### src/rtl/uart_hex_loader_if.sv
// Signal bundle between a character source/SRAM and the hex loader.
// The slave modport is the loader; the master modport is whatever drives it.
interface uart_hex_loader_if;
   logic       start;
   logic       rx_valid;
   logic [7:0] rx_byte;
   logic       recv_error;
   logic       sram_en;
   logic       sram_we;
   logic [10:0] sram_addr;
   logic [7:0] sram_wdata;
   logic       busy;
   logic       done;
   logic       err;
   logic [5:0] byte_count;

   modport master (
      output start, rx_valid, rx_byte, recv_error,
      input  sram_en, sram_we, sram_addr, sram_wdata, busy, done, err, byte_count
   );

   modport slave (
      input  start, rx_valid, rx_byte, recv_error,
      output sram_en, sram_we, sram_addr, sram_wdata, busy, done, err, byte_count
   );
endinterface

### src/rtl/uart_hex_loader.sv
// Turns a UART stream of ASCII hex digit pairs into NUM_BYTES consecutive
// SRAM writes starting at BASE_ADDR; separators are skipped, anything else flags err.
module uart_hex_loader #(
   parameter int NUM_BYTES = 32,
   parameter int BASE_ADDR = 2
) (
   input  logic             clk,
   input  logic             rst,
   uart_hex_loader_if.slave bus
);
   typedef enum logic [2:0] {IDLE, WAIT_HI, WAIT_LO, WRITE, FIN} state_t;

   localparam logic [5:0]  LAST_COUNT = 6'(NUM_BYTES - 1);
   localparam logic [10:0] BASE       = 11'(BASE_ADDR);

   state_t      state, state_nx;
   logic [3:0]  hi_nib, nib;
   logic        is_hex, is_sep, rx_ok;
   logic        latch_hi, load_wr, set_err, clear_frame, inc_count;
   logic [10:0] addr_q;
   logic [7:0]  wdata_q;
   logic [5:0]  count_q;
   logic        err_q;

   // Character classification; letters map to 10..15 via low nibble + 9.
   always_comb begin
      // NOTE: every combinational output gets a default first, so no path leaves it unassigned (no latch).
      nib    = 4'h0;
      is_hex = 1'b1;
      if (bus.rx_byte inside {[8'h30:8'h39]})
         nib = bus.rx_byte[3:0];
      else if (bus.rx_byte inside {[8'h41:8'h46], [8'h61:8'h66]})
         nib = bus.rx_byte[3:0] + 4'd9;
      else
         is_hex = 1'b0;
      is_sep = bus.rx_byte inside {8'h20, 8'h2C, 8'h0D, 8'h0A, 8'h5B, 8'h5D};
   end

   // A framing error poisons the character that arrives with it.
   assign rx_ok = bus.rx_valid & ~bus.recv_error;

   always_comb begin
      state_nx    = state;
      latch_hi    = 1'b0;
      load_wr     = 1'b0;
      set_err     = 1'b0;
      clear_frame = 1'b0;
      inc_count   = 1'b0;
      case (state)
         IDLE: begin
            if (bus.start) begin
               state_nx    = WAIT_HI;
               clear_frame = 1'b1;
            end
         end
         WAIT_HI: begin
            set_err = bus.recv_error;
            if (rx_ok) begin
               if (is_hex) begin
                  latch_hi = 1'b1;
                  state_nx = WAIT_LO;
               end else if (!is_sep) begin
                  set_err = 1'b1;
               end
            end
         end
         WAIT_LO: begin
            set_err = bus.recv_error;
            if (rx_ok) begin
               if (is_hex) begin
                  load_wr  = 1'b1;
                  state_nx = WRITE;
               end else begin
                  set_err  = 1'b1;
                  state_nx = WAIT_HI;
               end
            end
         end
         WRITE: begin
            // Any character landing here is an overrun and is dropped.
            set_err   = bus.recv_error | bus.rx_valid;
            inc_count = 1'b1;
            state_nx  = (count_q == LAST_COUNT) ? FIN : WAIT_HI;
         end
         FIN: begin
            set_err  = bus.recv_error;
            state_nx = IDLE;
         end
         default: state_nx = IDLE;
      endcase
   end

   always_ff @(posedge clk) begin
      // NOTE: sequential state uses non-blocking assignments so all registers update from pre-edge values.
      if (rst) state <= IDLE;
      else     state <= state_nx;
   end

   always_ff @(posedge clk) begin
      if (rst) begin
         hi_nib  <= 4'h0;
         addr_q  <= 11'h000;
         wdata_q <= 8'h00;
         count_q <= 6'd0;
         err_q   <= 1'b0;
      end else begin
         if (clear_frame) begin
            count_q <= 6'd0;
            err_q   <= 1'b0;
         end
         if (set_err)   err_q   <= 1'b1;
         if (latch_hi)  hi_nib  <= nib;
         if (load_wr) begin
            addr_q  <= BASE + 11'(count_q);
            wdata_q <= {hi_nib, nib};
         end
         if (inc_count) count_q <= count_q + 6'd1;
      end
   end

   assign bus.sram_en    = (state == WRITE);
   assign bus.sram_we    = (state == WRITE);
   assign bus.sram_addr  = addr_q;
   assign bus.sram_wdata = wdata_q;
   assign bus.busy       = (state == WAIT_HI) || (state == WAIT_LO) || (state == WRITE);
   assign bus.done       = (state == FIN);
   assign bus.err        = err_q;
   assign bus.byte_count = count_q;
endmodule

### src/flat_wrapper.sv
// flat-port wrapper written by rule: the top's interface ports become plain ports
module uart_hex_loader_flat 
#(
   parameter int NUM_BYTES = 32,
   parameter int BASE_ADDR = 2
)
  (clk, rst, bus_start, bus_rx_valid, bus_rx_byte, bus_recv_error, bus_sram_en, bus_sram_we, bus_sram_addr, bus_sram_wdata, bus_busy, bus_done, bus_err, bus_byte_count);
  uart_hex_loader_if bus_i ();
  input  logic clk;
  input  logic rst;
  input wire logic [$bits(bus_i.start)-1:0] bus_start;
  input wire logic [$bits(bus_i.rx_valid)-1:0] bus_rx_valid;
  input wire logic [$bits(bus_i.rx_byte)-1:0] bus_rx_byte;
  input wire logic [$bits(bus_i.recv_error)-1:0] bus_recv_error;
  output wire logic [$bits(bus_i.sram_en)-1:0] bus_sram_en;
  output wire logic [$bits(bus_i.sram_we)-1:0] bus_sram_we;
  output wire logic [$bits(bus_i.sram_addr)-1:0] bus_sram_addr;
  output wire logic [$bits(bus_i.sram_wdata)-1:0] bus_sram_wdata;
  output wire logic [$bits(bus_i.busy)-1:0] bus_busy;
  output wire logic [$bits(bus_i.done)-1:0] bus_done;
  output wire logic [$bits(bus_i.err)-1:0] bus_err;
  output wire logic [$bits(bus_i.byte_count)-1:0] bus_byte_count;
  assign bus_i.start = bus_start;
  assign bus_i.rx_valid = bus_rx_valid;
  assign bus_i.rx_byte = bus_rx_byte;
  assign bus_i.recv_error = bus_recv_error;
  assign bus_sram_en = bus_i.sram_en;
  assign bus_sram_we = bus_i.sram_we;
  assign bus_sram_addr = bus_i.sram_addr;
  assign bus_sram_wdata = bus_i.sram_wdata;
  assign bus_busy = bus_i.busy;
  assign bus_done = bus_i.done;
  assign bus_err = bus_i.err;
  assign bus_byte_count = bus_i.byte_count;
  uart_hex_loader #(.NUM_BYTES(NUM_BYTES), .BASE_ADDR(BASE_ADDR)) u_core (.clk(clk), .rst(rst), .bus(bus_i));
endmodule
### config.mk
export PLATFORM = sky130hd
export DESIGN_NAME = uart_hex_loader_flat
export DESIGN_NICKNAME = d
export VERILOG_FILES = /design/src/rtl/uart_hex_loader_if.sv /design/src/rtl/uart_hex_loader.sv /design/src/flat_wrapper.sv
export SDC_FILE = /design/constraint.sdc
export NUM_CORES = 1
export LEC_CHECK = 0
export ABC_AREA = 1
export CORE_ASPECT_RATIO = 0.7
export CORE_MARGIN = 1
export CORE_UTILIZATION = 44
export DETAILED_ROUTE_END_ITERATION = 12
export PLACE_DENSITY = 0.84
export SKIP_LAST_GASP = 1
export SYNTH_ARGS = -nofsm -noshare
export SYNTH_HDL_FRONTEND = slang
export SYNTH_SLANG_ARGS = --single-unit
export TNS_END_PERCENT = 50
### constraint.sdc
create_clock -name clk -period 1.4 [get_ports clk]
set_input_delay 0.28 -clock clk [delete_from_list [all_inputs] [get_ports clk]]
set_output_delay 0.28 -clock clk [all_outputs]
set_load 0.05 [all_outputs]
==> flow_metrics.tcl <==
set metrics [dict create \
    status "finished with violations" \
    failed_checks "negative setup slack" \
    grt_max_degree 20 \
    drive_gt1_share_pct 55.9 \
    peakVddDrop_uv 1490 \
    p_int_uw 1940 \
    fin_crit_ns 1.53 \
    die_x_um 75.6 \
    grt_pass1_wl_mm 8.44 \
    antenna_found_initial 0 \
    slew_viol_final 0 \
    start_util_pct 46.6 \
    cp.required_ns 1.58 \
    clkLatencyLatePin_ns 0.31 \
    power_frac_clock_pct 22.1 \
    hold_violations 0 \
    drcViolationCount 0 \
    swShare_pct 40.3 \
    dr.pass1.iters 5 \
    wl_met1_mm 2.47 \
    cts_tree "done" \
    critPathKind "in2reg" \
    wirelength_mm 6.50 \
    grt_usage_pct 28.6 \
    power_switching_uw 1310 \
    clock_path_buffers 2 \
    synth_cell_types 33 \
    r2r_cells 8 \
    yosysWarnings 0 \
    core_area_sq_mm 0.00358 \
    worst_hold_slack_ns 0.490 \
    hp-start "u_core.bus.byte_count[1]" \
    highest_layer "met4" \
    clock_sinks 29 \
    nFillCells 163 \
    startpoint_type "input pin" \
    synthToLayoutAreaGrowth_pct 87.7 \
    ios 43 \
    wl_per_cell_um 17.4 \
    grt_overflow 0 \
    cp-end-kind "flip-flop" \
    worstPathMaxFanout 9 \
    grt_pass1_vias 1851 \
    port_buffers 38 \
    std_cell_rows 18 \
    finalSetupTns_ns -0.872 \
    pwr-share-comb_pct 48.9 \
    synth_area_per_cell_sq_um 7.19 \
    synthCells 232 \
    hpwlAfterDp_mm 3.14 \
    dr_wl_met3_um 530 \
    wl_met2_mm 3.21 \
    drt-initial-drc-count 118 \
    leakage_uw 0.00137 \
    routabilityCongestion 0.867 \
    drv_cap 0 \
    critPathArrivalTime_ns 1.71 \
    period_share_pct 109 \
    die_y_um 53.5 \
    syn_area_sq_mm 0.00167 \
    regArea_sq_um 601 \
    setup_viol 24 \
    cts_buffers 5 \
    power.density_mw_per_mm2 1040 \
    drtAntennaViolNets 0 \
    path_clk_slew_ns 0.07 \
    fin_ws_ns -0.129 \
    regToRegSetupSlack_ns -0.11 \
    finClkSkew_ns 0.0105 \
    yosysSeqAreaShare_pct 34.8 \
    r2r-end "u_core.bus.sram_wdata[4]" \
    rsz0062_at_grt "true" \
    h-tree-depth 2 \
    n_antenna_cell 0 \
    finalNetCount 342 \
    multi_input_area_sq_mm 0.00116 \
    num_vias 2080 \
    fmax_mhz 654 \
    whs_endpoint "u_core.bus.sram_addr[1]" \
    die_area_sq_mm 0.00405 \
    via_per_inst 5.56 \
    hold_path_class "reg2reg" \
    regToRegStartpoint "u_core.state[2]" \
    ys_ff_latch 29 \
    hold_depth 1 \
    cts_root_buffer "clkbuf_8" \
    power.share.sequential_pct 29.0 \
]
==> sequential cells by signal, indices dropped and copies added, names as in the netlist <==
| name | flops |
|---|---|
| u_core.bus.err | 1 |
| u_core.state | 3 |
| u_core.bus.byte_count | 6 |
| u_core.bus.sram_addr | 7 |
| u_core.hi_nib | 4 |
| u_core.bus.sram_wdata | 8 |
==> per-stage QoR <==
stage               util [%]  area [sq um]  total power (uW)  std cells  worst slack (ns)
floorplan                  -          1710              1560        235           -0.0441
global placement        72.1          2580              2050        344            -0.599
detailed placement      72.1          2580              2070        344            -0.726
CTS                     80.5          2880              2990        366           -0.0561
global route            87.5          3130              3370        374            -0.194
finish                  87.5          3130              3260        374            -0.129
==> metal layers <==
| layer | vias to the layer above | GRT usage, % |
|---|---|---|
| met4 | 0 | 12.3 |
| met1 | 985 | 34.2 |
| li1 | 918 | - |
| met2 | 135 | 48.5 |
| met3 | 42 | 8.24 |
| met5 | - | 0 |
==> synth_stat cells <==
| master | instances | area (sq um) |
|---|---|---|
| o31ai_1 | 1 | 7.51 |
| nand4_1 | 2 | 12.5 |
| nand2_4 | 1 | 11.3 |
| nor3_1 | 4 | 20.0 |
| nand3_1 | 10 | 50.1 |
| o22ai_1 | 1 | 6.26 |
| nor2_4 | 1 | 11.3 |
| nor2_8 | 1 | 20.0 |
| nor2_2 | 1 | 6.26 |
| o21ai_2 | 6 | 52.6 |
| nand3_2 | 1 | 10.0 |
| a21oi_1 | 17 | 85.1 |
| conb_1 | 1 | 3.75 |
| nand2_1 | 44 | 165 |
| clkinv_1 | 1 | 3.75 |
| inv_1 | 27 | 101 |
| o211ai_1 | 2 | 15.0 |
| xor2_1 | 4 | 35.0 |
| nor2_1 | 27 | 101 |
| a21oi_2 | 7 | 61.3 |
| buf_2 | 1 | 5.00 |
| ha_1 | 6 | 75.1 |
| o22a_1 | 1 | 8.76 |
| or2_2 | 3 | 18.8 |
| buf_8 | 1 | 15.0 |
| o21ai_0 | 13 | 65.1 |
| dfxtp_1 | 29 | 581 |
| inv_2 | 3 | 11.3 |
| o21ai_1 | 6 | 30.0 |
| nand2_2 | 3 | 18.8 |
| buf_4 | 5 | 37.5 |
| buf_12 | 1 | 20.0 |
| clkbuf_1 | 1 | 3.75 |
==> how the worst max path moves through the flow <==
stage | endpoint | cells past startpoint | start | slack, ns
floorplan | bus_sram_we | 4 | u_core.state[2] | -0.04
global route | u_core.bus.sram_wdata[4] | 12 | bus_rx_byte[1] | -0.19
finish | u_core.bus.sram_wdata[4] | 12 | bus_rx_byte[1] | -0.13
detailed placement | u_core.bus.sram_addr[6] | 12 | bus_rx_byte[1] | -0.73
global placement | u_core.bus.sram_addr[4] | 11 | bus_rx_byte[1] | -0.60
CTS | bus_done | 5 | u_core.state[0] | -0.06
==> placed cells by master (no fill, tap or decap), types with 5 or more instances in the layout <==
cell type  instances
o21ai_1            9
clkbuf_8           5
inv_2              7
nand2_1           33
nor2_4             6
nor2_2             6
o21ai_0            5
inv_1             17
nor2_1            17
a21oi_1           11
nand3_1            5
a21oi_2           13
inv_4              6
buf_12            29
buf_6              6
nand2_2           10
dfxtp_1           21
o21ai_2           10
nand2_4            5
buf_4             44
==> critical path, cell delays in order <==
cell     delay (ns)
buf_4          0.15
inv_4          0.08
ha_4           0.13
inv_1          0.08
nand3_2        0.11
nand3_4        0.11
nand2_4        0.10
nand2_4        0.07
nor2_8         0.22
inv_4          0.11
nor2_1         0.19
nor2_1         0.09
==> timing repair <==
action	CTS	global route
pin swaps	14	23
hold buffers	0	0
resized for setup	48	73
gates cloned	1	0
setup endpoints to repair	28	29
setup buffers	13	8
==> final cells by class <==
cell class | instances | share of cell area (%)
clock buffers | 5 | 2.20
clock inverters | 3 | 0.519
inverters | 31 | 4.43
multi-input cells | 166 | 37.1
flip-flops and latches | 29 | 19.2
well taps | 50 | 2.00
repair buffers | 90 | 34.6
==> kinds of logic (layout without fill, tap and decap cells) <==
family | count (synthesis) | in the layout | share of synthesized area (%)
simple gates | 98 | 98 | 26.7
compound gates | 54 | 54 | 19.9
other cells | 1 | 4 | 0.225
fa+ha+maj | 6 | 6 | 4.50
xor+xnor | 4 | 4 | 2.10
buf+inv | 40 | 129 | 11.8
flops | 29 | 29 | 34.8
==> power by group through the flow <==
stage          Combinational (uW)  Clock [uW]  Sequential, uW
6_report                     1590         720             944
2_1_floorplan                 571           0             986
4_1_cts                      1350         693             941
5_1_grt                      1670         753             946
3_3_place_gp                 1120           0             934
3_5_place_dp                 1130           0             934
Note: power is estimated with default switching activity, not from simulation.
